File: src/rtl/nibble_cpu_core.sv
`default_nettype none
// +--------------------------------------------------------------------------+
// | nibble_cpu_core : multi-cycle 4/8-bit CPU with wait-state memory bus,    |
// |                   ALU (ADD/SUB/AND/OR/XOR, Z/C) and conditional jumps.   |
// | Option macro    : NIBBLE_CPU_HALT_EN (opcode F halts the core)           |
// | Revision        : 1.0                                                    |
// +--------------------------------------------------------------------------+
module nibble_cpu_core #(
    parameter int DATA_W = 4,
    parameter int PC_W   = 8
) (
    input  logic              clk,
    input  logic              rst_n,
    output logic [PC_W+1:0]   mem_addr,
    output logic              mem_instr,
    output logic              mem_rd,
    output logic              mem_wr,
    output logic [DATA_W-1:0] mem_wdata,
    input  logic [DATA_W-1:0] mem_rdata,
    input  logic              mem_ready,
    output logic              halted
);

    localparam logic [3:0] c_OP_LDA = 4'h0;
    localparam logic [3:0] c_OP_LDX = 4'h1;
    localparam logic [3:0] c_OP_LDY = 4'h2;
    localparam logic [3:0] c_OP_STA = 4'h3;
    localparam logic [3:0] c_OP_STX = 4'h4;
    localparam logic [3:0] c_OP_STY = 4'h5;
    localparam logic [3:0] c_OP_ADD = 4'h6;
    localparam logic [3:0] c_OP_SUB = 4'h7;
    localparam logic [3:0] c_OP_AND = 4'h8;
    localparam logic [3:0] c_OP_OR  = 4'h9;
    localparam logic [3:0] c_OP_XOR = 4'hA;
    localparam logic [3:0] c_OP_JMP = 4'hB;
    localparam logic [3:0] c_OP_JZ  = 4'hC;
    localparam logic [3:0] c_OP_JC  = 4'hD;
    localparam logic [2:0] c_MODE_IMM = 3'd4;

    typedef enum logic [6:0] {
        S_FETCH1 = 7'b0000001,
        S_FETCH2 = 7'b0000010,
        S_FETCH3 = 7'b0000100,
        S_LOAD   = 7'b0001000,
        S_STORE  = 7'b0010000,
        S_JUMP   = 7'b0100000,
        S_HALT   = 7'b1000000
    } state_t;

    state_t            r_state;
    logic [PC_W-1:0]   r_pc;
    logic [DATA_W-1:0] r_a;
    logic [DATA_W-1:0] r_x;
    logic [DATA_W-1:0] r_y;
    logic              r_z;
    logic              r_c;
    logic [3:0]        r_op;
    logic [2:0]        r_mode;
    logic [DATA_W-1:0] r_imm;

    logic                r_unused_guard;
    logic                w_mode_ok;
    logic                w_is_imm;
    logic                w_is_ld;
    logic                w_is_alu;
    logic                w_is_st;
    logic                w_is_jmp;
    logic                w_taken;
    logic [2*DATA_W-1:0] w_daddr;
    logic [PC_W+1:0]     w_addr_data;
    logic [DATA_W:0]     w_sum;
    logic [DATA_W:0]     w_diff;
    logic [DATA_W-1:0]   w_res;
    logic                w_c_next;
    logic                w_imm_wb;
    logic                w_wb_en;
    state_t              w_f3_next;

    assign w_mode_ok = (r_mode <= c_MODE_IMM);
    assign w_is_imm  = (r_mode == c_MODE_IMM);
    assign w_is_ld   = (r_op <= c_OP_LDY);
    assign w_is_alu  = (r_op >= c_OP_ADD) && (r_op <= c_OP_XOR);
    assign w_is_st   = (r_op >= c_OP_STA) && (r_op <= c_OP_STY);
    assign w_is_jmp  = (r_op >= c_OP_JMP) && (r_op <= c_OP_JC);
    assign w_taken   = (r_op == c_OP_JMP) || ((r_op == c_OP_JZ) && r_z) ||
                       ((r_op == c_OP_JC) && r_c);

    // Immediate mode shares the {0, imm} address form so jumps can use it directly.
    always_comb begin
        case (r_mode[1:0])
            2'd0:    w_daddr = {{DATA_W{1'b0}}, r_imm};
            2'd1:    w_daddr = {r_imm, r_x};
            2'd2:    w_daddr = {r_y, r_imm};
            default: w_daddr = {r_y, r_x};
        endcase
    end

    assign w_addr_data = (PC_W+2)'(w_daddr);

    // The operand is always the word on the bus: W3 for immediates, the LOAD read otherwise.
    assign w_sum  = {1'b0, r_a} + {1'b0, mem_rdata};
    assign w_diff = {1'b0, r_a} - {1'b0, mem_rdata};

    always_comb begin
        w_res    = mem_rdata;
        w_c_next = r_c;
        case (r_op)
            c_OP_ADD: begin
                w_res    = w_sum[DATA_W-1:0];
                w_c_next = w_sum[DATA_W];
            end
            c_OP_SUB: begin
                w_res    = w_diff[DATA_W-1:0];
                w_c_next = ~w_diff[DATA_W];
            end
            c_OP_AND: w_res = r_a & mem_rdata;
            c_OP_OR:  w_res = r_a | mem_rdata;
            c_OP_XOR: w_res = r_a ^ mem_rdata;
            default:  w_res = mem_rdata;
        endcase
    end

    always_comb begin
        w_f3_next = S_FETCH1;
        w_imm_wb  = 1'b0;
        if (w_mode_ok) begin
            if (w_is_ld || w_is_alu) begin
                if (w_is_imm) begin
                    w_imm_wb = 1'b1;
                end else begin
                    w_f3_next = S_LOAD;
                end
            end else if (w_is_st) begin
                if (!w_is_imm) begin
                    w_f3_next = S_STORE;
                end
            end else if (w_is_jmp) begin
                if (w_taken) begin
                    w_f3_next = S_JUMP;
                end
            end
`ifdef NIBBLE_CPU_HALT_EN
            else if (r_op == 4'hF) begin
                w_f3_next = S_HALT;
            end
`endif
        end
    end

    assign w_wb_en = mem_ready &&
                     (((r_state == S_FETCH3) && w_imm_wb) || (r_state == S_LOAD));

    always_ff @(posedge clk or negedge rst_n) begin
        if (!rst_n) begin
            r_state        <= S_FETCH1;
            r_pc           <= '0;
            r_a            <= '0;
            r_x            <= '0;
            r_y            <= '0;
            r_z            <= 1'b0;
            r_c            <= 1'b0;
            r_op           <= '0;
            r_mode         <= '0;
            r_imm          <= '0;
            r_unused_guard <= 1'b0;
        end else begin
            r_unused_guard <= 1'b0;
            case (r_state)
                S_FETCH1: begin
                    if (mem_ready) begin
                        r_op    <= mem_rdata[3:0];
                        r_state <= S_FETCH2;
                    end
                end
                S_FETCH2: begin
                    if (mem_ready) begin
                        r_mode  <= mem_rdata[2:0];
                        r_state <= S_FETCH3;
                    end
                end
                S_FETCH3: begin
                    if (mem_ready) begin
                        r_imm   <= mem_rdata;
                        r_pc    <= r_pc + PC_W'(1);
                        r_state <= w_f3_next;
                    end
                end
                S_LOAD: begin
                    if (mem_ready) begin
                        r_state <= S_FETCH1;
                    end
                end
                S_STORE: begin
                    if (mem_ready) begin
                        r_state <= S_FETCH1;
                    end
                end
                S_JUMP: begin
                    r_pc    <= PC_W'(w_daddr);
                    r_state <= S_FETCH1;
                end
                S_HALT: begin
                    r_state <= S_HALT;
                end
                default: begin
                    r_state <= S_FETCH1;
                end
            endcase

            if (w_wb_en) begin
                case (r_op)
                    c_OP_LDX: r_x <= w_res;
                    c_OP_LDY: r_y <= w_res;
                    default:  r_a <= w_res;
                endcase
                r_z <= (w_res == '0);
                r_c <= w_c_next;
            end
        end
    end

    always_comb begin
        mem_addr  = '0;
        mem_instr = 1'b0;
        mem_rd    = 1'b0;
        mem_wr    = 1'b0;
        mem_wdata = '0;
        case (r_state)
            S_FETCH1: begin
                mem_instr = 1'b1;
                mem_rd    = 1'b1;
                mem_addr  = {r_pc, 2'd0};
            end
            S_FETCH2: begin
                mem_instr = 1'b1;
                mem_rd    = 1'b1;
                mem_addr  = {r_pc, 2'd1};
            end
            S_FETCH3: begin
                mem_instr = 1'b1;
                mem_rd    = 1'b1;
                mem_addr  = {r_pc, 2'd2};
            end
            S_LOAD: begin
                mem_rd   = 1'b1;
                mem_addr = w_addr_data;
            end
            S_STORE: begin
                mem_wr   = 1'b1;
                mem_addr = w_addr_data;
                case (r_op)
                    c_OP_STX: mem_wdata = r_x;
                    c_OP_STY: mem_wdata = r_y;
                    default:  mem_wdata = r_a;
                endcase
            end
            default: begin
                mem_addr = '0;
            end
        endcase
    end

`ifdef NIBBLE_CPU_HALT_EN
    assign halted = (r_state == S_HALT) && !r_unused_guard;
`else
    assign halted = r_unused_guard;
`endif

endmodule
`default_nettype wire
File: config.mk
export PLATFORM = sky130hd
export DESIGN_NAME = nibble_cpu_core
export DESIGN_NICKNAME = d
export VERILOG_FILES = /design/src/rtl/nibble_cpu_core.sv
export SDC_FILE = /design/constraint.sdc
export NUM_CORES = 1
export LEC_CHECK = 0
export BUFFER_PORTS_ARGS = -buffer_cell sky130_fd_sc_hd__buf_2
export CAP_MARGIN = 25
export CELL_PAD_IN_SITES_DETAIL_PLACEMENT = 0
export CELL_PAD_IN_SITES_GLOBAL_PLACEMENT = 2
export CORE_MARGIN = 2
export CORE_UTILIZATION = 38
export DETAILED_ROUTE_END_ITERATION = 8
export HOLD_SLACK_MARGIN = 0.1
export PLACE_DENSITY = 0.88
export SLEW_MARGIN = 20
export SYNTH_ARGS = -nofsm -noshare
export SYNTH_HDL_FRONTEND = slang
export SYNTH_SLANG_ARGS = --single-unit
File: constraint.sdc
create_clock -name clk -period 2.35 [get_ports clk]
set_clock_uncertainty 0.1 [all_clocks]
set_input_delay 0.235 -clock clk [delete_from_list [all_inputs] [get_ports clk]]
set_output_delay 0.235 -clock clk [all_outputs]
set_load 0.01 [all_outputs]
### Yosys cells after proc, flatten, opt, wreduce, memory -nomap -nowiden

Index checks and enable logic that the tools add are counted.

| operators by class | value |
|---|---|
| magnitude comparators | 8 |
| reductions and logical operators | 28 |
| equal/unequal tests | 26 |
| add/sub/neg operators | 3 |
| mux-type cells | 26 |
| bitwise logic cells | 5 |

Operators with widths:

| kind | number |
|---|---|
| $mux 7 | 7 |
| $pmux 10 s4 | 1 |
| $pmux 7 s5 | 1 |
| $eq 4x4->1 const B | 6 |
| $pmux 8 s3 | 1 |
| $pmux 4 s5 | 1 |
| $eq 4x3->1 const B | 4 |
| $pmux 8 s2 | 1 |
| $reduce_and 2->1 | 8 |
| $mux 6 | 2 |
| $add 8x1->8 const B | 1 |
| $le 4x4->1 const B | 2 |
| $mux 4 | 2 |
| $mux 8 | 1 |
| $pmux 4 s2 | 1 |
| $eq 7x1->1 const B | 1 |
| $eq 7x2->1 const B | 1 |
| $eq 7x3->1 const B | 1 |
| $eq 7x4->1 const B | 1 |
| $eq 7x5->1 const B | 1 |
| $eq 7x6->1 const B | 1 |
| $eq 7x7->1 const B | 1 |
| $logic_and 1x1->1 | 7 |
| $mux 1 | 6 |
| 29 further kinds | 37 |

| word-level totals | value |
|---|---|
| input port bits | 7 |
| register bits | 40 |
| output and inout port bits | 18 |
| word-level logic and storage cells | 106 |

### Longest topological paths before layout

Gate-level depths: netlist (run 1).

| logic depth | value |
|---|---|
| word-level depth | 11 |
| depth in mapped cells | 8 |
| mapped depth without buffers | 8 |

### Worst setup path before layout (run 1)

OpenSTA, ideal clock, no wires.

| timing path | value |
|---|---|
| path type | flip-flop to flip-flop |
| start | reg r_state[3] |
| end | reg r_y[0] |
| period minus slack after synthesis | 2125 ps |
| library setup time | 125 ps |
| slack | 225 ps |
| stages on the path, launching flop included | 6 |
| required time | 2125 ps |
| data arrival time | 1901 ps |
| path buffers | 0 |
| cell sequence | dfrtp_1 > nor4_4 > nand2_2 > o31a_4 > nor4_4 > mux2_2 |

| between the ends | value |
|---|---|
| word-level cells in the longest chain between the ends | 5 |
| elaborated cells on any way between the ends | 6 |
| classes of those cells | eq/ne (2); reduce/logical (4) |

Ends and longest elaborated chain:

| item | RTL line | text |
|---|---|---|
| from (decl) | 50 | `state_t r_state;` |
| from (signal assigned) | 185 | `r_state <= w_f3_next;` |
| $eq 7x3->1 | 151 | `(((r_state == S_FETCH3) && w_imm_wb) \|\| (r_state == S_LOAD));` |
| $logic_and 1x1->1 | 151 |  |
| $logic_or 1x1->1 (*) | 151 |  |
| $logic_and 1x1->1 (*) | 150 | `assign w_wb_en = mem_ready &&` |
| $reduce_and 2->1 (no source line) (*) | - |  |
| to (signal assigned) | 213 | `c_OP_LDY: r_y <= w_res;` |
| to (decl) | 54 | `logic [DATA_W-1:0] r_y;` |

Mark *: on every way between the ends. The rest lies on a longest branch, timed or not.
A chain may end at the register's enable or synchronous reset.

### Worst setup path after layout (run 1)

| timing path | value |
|---|---|
| start | reg r_state[1] |
| end | out mem_wdata[1] |

| between the ends | value |
|---|---|
| word-level cells in the longest chain between the ends | 2 |

Ends and longest elaborated chain:

| item | RTL line | text |
|---|---|---|
| $eq 7x5->1 | 228 | `case (r_state)` |
| $mux 4 | 228 |  |
| to (decl) | 18 | `output logic [DATA_W-1:0] mem_wdata,` |

No other way between the ends.

==> key figures, run 1 <==
Floorplanning
  • Core Box Area: 7253 um2
  • Initial core utilization: 39.24%
  • Die W: 90.55 um
  • Die H: 90.55 um
  • # rows: 31
  • Die area: 8199 um2
  • Number of top-level pins: 25

Synthesis
  • Count of different cell masters after synthesis: 60
  • Top cells by area, synth: dfrtp_1 34%, mux2_2 7.9%, ha_1 5.7%, mux2i_1 5.3%, o21ai_0 4.2%
  • Synth Cell Area: 2846 um2
  • Sequential cell area fraction in the yosys report: 35.21%
  • Share of the synthesized area in the top cell type: 34.29%
  • Synth Area per Inst: 9.394 um2
  • Top cells by count, synth: 39 x dfrtp_1, 28 x nand2_1, 24 x o21ai_0
  • FFs w/ async S/R, synth: 100.0%
  • Post-synthesis register bit count: 40
  • Synth area leader: dfrtp_1
  • Yosys warns: 0
  • Primary FF master, synth: dfrtp_1
  • Syn Nets: 325
  • Most frequent cell after synthesis: dfrtp_1
  • Gate Count Post-Synth: 303
  • Post-synth EDFFs: 0

Power and ir drop
  • Leakage power: 1.576 nW
  • Peak supply drop: 0.4034 mV
  • Sw Ratio: 45.86%
  • P_sw: 1.747 mW
  • Power after layout: 3.809 mW
  • Clock share of power: 12.1%
  • PD cells: 1133 nW/um2
  • Int Pwr: 2.062 mW
  • Combinational Power Share: 59.1%
  • Sequential power share: 28.8%

STA
  • Crit share post-route: 95.70%
  • Max frequency: 0.4447 GHz
  • Min Tclk post-route: 2.249 ns
  • Setup_tns: 0 ns
  • Hold WS: 0.1528 ns
  • Fin. max-slew vios: 0
  • Final Setup Violations: 0
  • Slew headroom: 64.40%
  • Worst slew pin tran: 0.5206 ns
  • Worst Setup Slack, final: 0.1010 ns
  • Final Hold Fails: 0

Critical path
  • R2r setup slk: 0.14 ns
  • Setup crit end: mem_wdata[1]
  • Crit path launch: r_state[1]
  • Required @ worst endpoint: 2.02 ns
  • CP Capture Type: primary output
  • CP max FO: 5
  • R2r endpoint: r_a[0]
  • Crit start category: flop
  • R2R depth: 6
  • Worst EP arrival: 1.91 ns
  • Reg-to-Reg Start: r_state[3]
  • Crit Path Class: flop to primary output

Placed design
  • IO Port Bufs: 23
  • Detailed Place HPWL: 5607 um
  • Dpl ws: 0.1495 ns
  • GP Congestion: 0.9169
  • Post-DP Area: 3159 um2

Detailed routing
  • Via count: 2435
  • Iter 0 DRT Violations: 92
  • Final wirelength: 7532 um
  • Final ANT Viol Nets: 0
  • Vias per inst: 5.509
  • DRC: 0
  • TritonRoute pass-1 iters: 4
  • WL/cell: 17.04 um

Clock network
  • Total CTS buffers: 5
  • Root Buffer Master: clkbuf_8
  • Clk slew on worst S/H paths: 0.09 ns
  • CTS Buffer Depth: 2
  • Clock Latency Late Sink: 0.30 ns
  • TritonCTS clock tree: done
  • H-tree levels: 2
  • Sink Count: 40

Global route
  • Initial antenna violation count: 0
  • Gr ovfl total: 0
  • Overall routing resource usage: 18.82%
  • First-pass GRT wire length: 12210 um
  • Largest net degree at the start of global routing: 41
  • Vias in the first global route: 2378

Cells and area
  • Layout overhead on the synthesized area: 18.11%
  • Final-stage net count: 365
  • Ant diodes: 0
  • Share of post-route cells with drive strength above 1: 27.70%
  • Final instance area: 3362 um2

Min path
  • Worst Hold Class: primary input to flop

Run status
  • Status: complete, no violations

Run
  • Max-Cap Viols: 0
## stage by stage
step | instances | util [%]
floorplan | 303 | -
global placement | 428 | 43.56
detailed placement | 428 | 43.56
CTS | 436 | 45.09
global route | 442 | 46.35
finish | 442 | 46.35
## worst min path at each step
stage                      endpoint         start  depth (start not counted)  slack [ns]
after floorplan              r_a[0]         rst_n                          0       -0.16
after global placement      r_pc[6]         rst_n                          1        0.32
after detailed placement    r_pc[6]         rst_n                          1        0.34
after CTS                   r_op[2]  mem_rdata[2]                          2        0.15
after global routing      r_mode[2]  mem_rdata[2]                          2        0.17
final                       r_op[2]  mem_rdata[2]                          2        0.15
## flip-flops by register name (all words and copies together) (netlist names), 3 cells and up
signal	flops
r_mode	3
r_a	4
r_pc	8
r_op	4
r_state	7
r_y	4
r_x	4
r_imm	4
## final cells by class
| cell class | instances | area, um2 |
|---|---|---|
| Clock buffer | 5 | 68.82 |
| Clock inverter | 2 | 12.51 |
| Fill cell | 731 | 3891 |
| Inverter | 11 | 46.29 |
| Multi-Input combinational cell | 235 | 1773 |
| Sequential cell | 40 | 1005 |
| Tap cell | 99 | 123.9 |
| Timing Repair Buffer | 50 | 332.8 |
## logic make-up (layout without fill, tap and decap cells)
family | after synthesis | count (layout) | share of synthesized area, %
multiplexers | 35 | 35 | 13.19
other | 1 | 1 | 0.1317
AND/OR/NAND/NOR | 102 | 102 | 20.22
XOR/XNOR | 10 | 10 | 3.077
AO/OA/AOI/OAI | 72 | 72 | 16.92
adder cells (fa/ha/maj) | 15 | 15 | 7.121
flip-flops | 40 | 40 | 35.21
buffers and inverters | 28 | 68 | 4.132
## cell usage in the layout (no fill, tap or decap), types with 2 or more instances in the layout
cell type,count
o2bb2ai_1,2
nor3_1,7
ha_1,13
buf_2,23
a211oi_2,2
and3b_1,2
mux2_2,20
o21ai_1,2
xnor2_1,5
nand3_1,4
nor4_4,3
buf_4,25
nand3b_1,5
o21bai_1,2
xor2_1,5
clkbuf_8,5
a221o_1,2
nand2b_1,7
inv_1,10
dfrtp_1,37
and2_1,3
a22oi_1,5
fa_1,2
a21oi_1,9
nor3b_1,2
o31ai_1,3
nor2b_1,5
a211oi_1,3
o21ai_0,22
a21o_1,5
nor2_1,20
o211ai_1,2
nand4_1,4
mux2i_1,15
dfrtp_2,2
nand2_2,2
nand2_1,27
## routing by layer
metal  up-vias  GRT usage, %  part of all wire (%)
li1       1165             -                     -
met1      1185         25.97                    46
met2        73         29.91                    47
met3        12         3.506                   5.3
met4         0         5.897                   1.9
met5         -             0                     0
## power by group through the flow
| stage | registers, mW | logic [mW] | clock network, mW |
|---|---|---|---|
| after floorplan | 1.02 | 1.52 | 0 |
| after global routing | 1.13 | 2.51 | 0.498 |
| after detailed placement | 1.10 | 2.17 | 0 |
| final | 1.10 | 2.25 | 0.461 |
| after CTS | 1.09 | 2.20 | 0.467 |
| after global placement | 1.10 | 2.15 | 0 |
## critical path, cell delays in order, from the launching register on
cell and delay, ns:
dfrtp_1 0.41, or3_1 0.44, nor3_4 0.22, nand2_2 0.17, a211oi_2 0.21, buf_2 0.17
## timing repair
item	4_1_cts	5_1_grt
pin swaps	0	0
cloned	0	0
hold buffers	1	0
gates resized for setup	7	9
buffers inserted	0	5
endpoints found under the hold margin	39	0
endpoints found under the setup margin	12	10
Note: power is estimated with default switching activity, not from simulation.
==> inputs of run 2 (changes only) <==
--- a/config.mk
+++ b/config.mk
@@ -5,15 +5,15 @@
 export SDC_FILE = /design/constraint.sdc
 export NUM_CORES = 1
 export LEC_CHECK = 0
-export BUFFER_PORTS_ARGS = -buffer_cell sky130_fd_sc_hd__buf_2
 export CAP_MARGIN = 25
 export CELL_PAD_IN_SITES_DETAIL_PLACEMENT = 0
 export CELL_PAD_IN_SITES_GLOBAL_PLACEMENT = 2
 export CORE_MARGIN = 2
-export CORE_UTILIZATION = 38
+export CORE_UTILIZATION = 40
 export DETAILED_ROUTE_END_ITERATION = 8
+export DONT_BUFFER_PORTS = 1
 export HOLD_SLACK_MARGIN = 0.1
-export PLACE_DENSITY = 0.88
+export PLACE_DENSITY = 0.87
 export SLEW_MARGIN = 20
 export SYNTH_ARGS = -nofsm -noshare
 export SYNTH_HDL_FRONTEND = slang
==> run 2 against run 1 <==
Power increased by 7.8%. Global-route usage is 1.3 points higher. Critical path depth up 1. Die area shrank 4.8%. Sequential share of layout area fell by 0.91 points. Critical path type unchanged. Clock power rose by 33%. Register-to-register slack worse by 0.04 ns. Wire length up 2.3%. Setup slack lost 0.064 ns. Count of clock-buffer cells in the layout up 1. Cell count fell by 1.6%. Largest cell class unchanged. Combinational power is 6% higher.
==> key figures, run 2 (synthesized netlist as in run 1, its figures left out) <==
Critical path
  • CP max FO: 6 (+1)
  • CP Capture Type: primary output
  • Required @ worst endpoint: 2.02 ns (about the same)
  • Worst EP arrival: 1.98 ns (+0.07 ns)
  • Crit Path Class: flop to primary output
  • Crit start category: flop

Placed design
  • Placed cells: 412 (-3.7%)
  • Detailed Place HPWL: 5524 um (-1.5%)
  • Post-DP Area: 3115 um2 (-1.4%)
  • Dpl ws: 0.1431 ns (-0.006353 ns)
  • GP Congestion: 0.8068 (-12%)
  • IO Port Bufs: 0 (-100%)

Power and ir drop
  • PD cells: 1180 nW/um2 (+4.1%)
  • Power after layout: 4.106 mW (+7.8%)
  • Peak supply drop: 0.4406 mV (+9.2%)
  • Leakage power: 1.590 nW (+0.90%)

Cells and area
  • Non-Filler Instances: 435 (-1.6%)
  • Biggest register: r_pc
  • Regs by FF count: r_pc x8, r_state x7
  • Max FFs per register: 8 (unchanged)
  • Ant diodes: 0 (unchanged)
  • Share of post-route cells with drive strength above 1: 27.14% (-0.56 points)
  • Commonest cells after routing, fill and taps aside: 34 x buf_4, 34 x dfrtp_1, 27 x nand2_1
  • Layout overhead on the synthesized area: 22.29%
  • Final-stage net count: 360 (-1.4%)
  • Fill cells: 671 (-8.2%)
  • Final instance area: 3481 um2 (+3.5%)

STA
  • Worst slew pin tran: 0.5725 ns (+0.05192 ns)
  • Hold WS: 0.09188 ns (-0.06095 ns)
  • Final Setup Violations: 0 (unchanged)
  • Final Hold Fails: 0 (unchanged)
  • Min Tclk post-route: 2.313 ns (+0.06417 ns)
  • Max frequency: 0.4323 GHz (-2.8%)
  • Fin. max-slew vios: 0 (unchanged)
  • Slew headroom: 60.85% (-3.6 points)
  • Crit share post-route: 98.43% (+2.7 points)
  • Worst Setup Slack, final: 0.03688 ns (-0.06417 ns)

Floorplanning
  • Die W: 88.36 um (-2.4%)
  • Initial core utilization: 41.67% (+2.4 points)
  • Number of top-level pins: 25 (unchanged)
  • Die area: 7807 um2 (-4.8%)
  • Die H: 88.36 um (-2.4%)
  • # rows: 30 (-3.2%)
  • Core Box Area: 6832 um2 (-5.8%)

Clock network
  • Clk slew on worst S/H paths: 0.08 ns (about the same)
  • Root Buffer Master: clkbuf_8
  • Sink Count: 40 (unchanged)
  • Total CTS buffers: 5 (unchanged)
  • CTS Buffer Depth: 2 (unchanged)
  • H-tree levels: 2 (unchanged)
  • TritonCTS clock tree: done
  • Clock Latency Late Sink: 0.30 ns (about the same)

Detailed routing
  • Final ANT Viol Nets: 0 (unchanged)
  • DRC: 0 (unchanged)
  • Vias per inst: 5.589 (+1.4%)
  • Iter 0 DRT Violations: 117 (+27%)
  • Final wirelength: 7706 um (+2.3%)
  • TritonRoute pass-1 iters: 4 (unchanged)
  • WL/cell: 17.71 um (+4.0%)
  • Via count: 2431 (-0.16%)

Global route
  • Initial antenna violation count: 0 (unchanged)
  • Gr ovfl total: 0 (unchanged)
  • Overall routing resource usage: 20.13% (+1.3 points)
  • Largest net degree at the start of global routing: 41 (unchanged)
  • Vias in the first global route: 2340 (-1.6%)
  • First-pass GRT wire length: 11940 um (-2.3%)

Run status
  • Status: complete, no violations

Min path
  • Worst Hold Class: primary input to flop

Run
  • Max-Cap Viols: 0 (unchanged)
## run 2: changes by cell type in the layout (fill, tap and decap cells not counted), moves of 2 or more
cell,delta
buf_2,-23
dfrtp_1,-3
a211oi_2,+2
dfrtp_2,+3
buf_4,+9
buf_12,+2
a211oi_1,-2
dlygate4sd3_1,+5
## run 2: worst max-delay path, cell delays in order (launching register included)
cell,delay [ns]
dfrtp_2,0.44
or3_4,0.41
nor3_4,0.22
buf_12,0.15
o21ai_4,0.07
o21ai_0,0.23
buf_4,0.16
## run 2: cell type report
cell class | count | area, um2 | share of cell area (%)
repair buffers | 43 | 375.4 | 10.78
well taps | 96 | 120.1 | 3.451
multi-input cells | 236 | 1804 | 51.83
clock inverters | 2 | 38.79 | 1.114
repair inverters | 1 | 5.005 | 0.1438
inverters | 11 | 46.29 | 1.330
clock buffers | 6 | 82.58 | 2.372
flip-flops and latches | 40 | 1008 | 28.97
## run 2: per-stage QoR
stage                TNS [ns]  utilization, %
floorplan                   0               -
global placement            0           45.60
detailed placement          0           45.60
CTS                 -0.002189           48.88
global route         -0.06064           50.95
finish                      0           50.95
## run 2: final timing paths
| check | startpoint | endpoint | slack (ns) | depth (start not counted) |
|---|---|---|---|---|
| setup reg to reg | r_state[1] | r_x[3] | 0.10 | 6 |
| min in group asynchronous | rst_n | r_pc[7] | 0.28 | 2 |
| max in group asynchronous | rst_n | r_state[0] | 1.60 | 2 |
| hold reg to reg | r_z | r_z | 0.39 | 2 |
| setup / recovery | r_state[1] | mem_addr[4] | 0.04 | 6 |
| hold / removal | mem_ready | r_state[0] | 0.09 | 2 |
## run 2: where the power goes
group	switching (mW)	total, mW	internal (mW)
clock network	0.265	0.613	0.348
registers	0.218	1.11	0.888
logic	1.32	2.39	1.07
total	1.80	4.11	2.31
## run 2: routing by layer
| layer | part of all wire [%] | wire length (um) | GRT usage [%] | up-vias |
|---|---|---|---|---|
| met3 | 3.1 | 241 | 3.545 | 16 |
| met1 | 45 | 3494 | 27.27 | 1213 |
| met2 | 49 | 3764 | 32.47 | 45 |
| met5 | 0 | 0 | 0 | - |
| met4 | 2.7 | 205 | 7.163 | 0 |
| li1 | - | - | - | 1157 |
## run 2: timing repair
action	4_1_cts	5_1_grt
buffers inserted	0	6
resized for setup	6	18
setup endpoints to repair	14	16
pin swaps	0	2
cloned	0	2
hold buffers	7	0
endpoints found under the hold margin	53	0
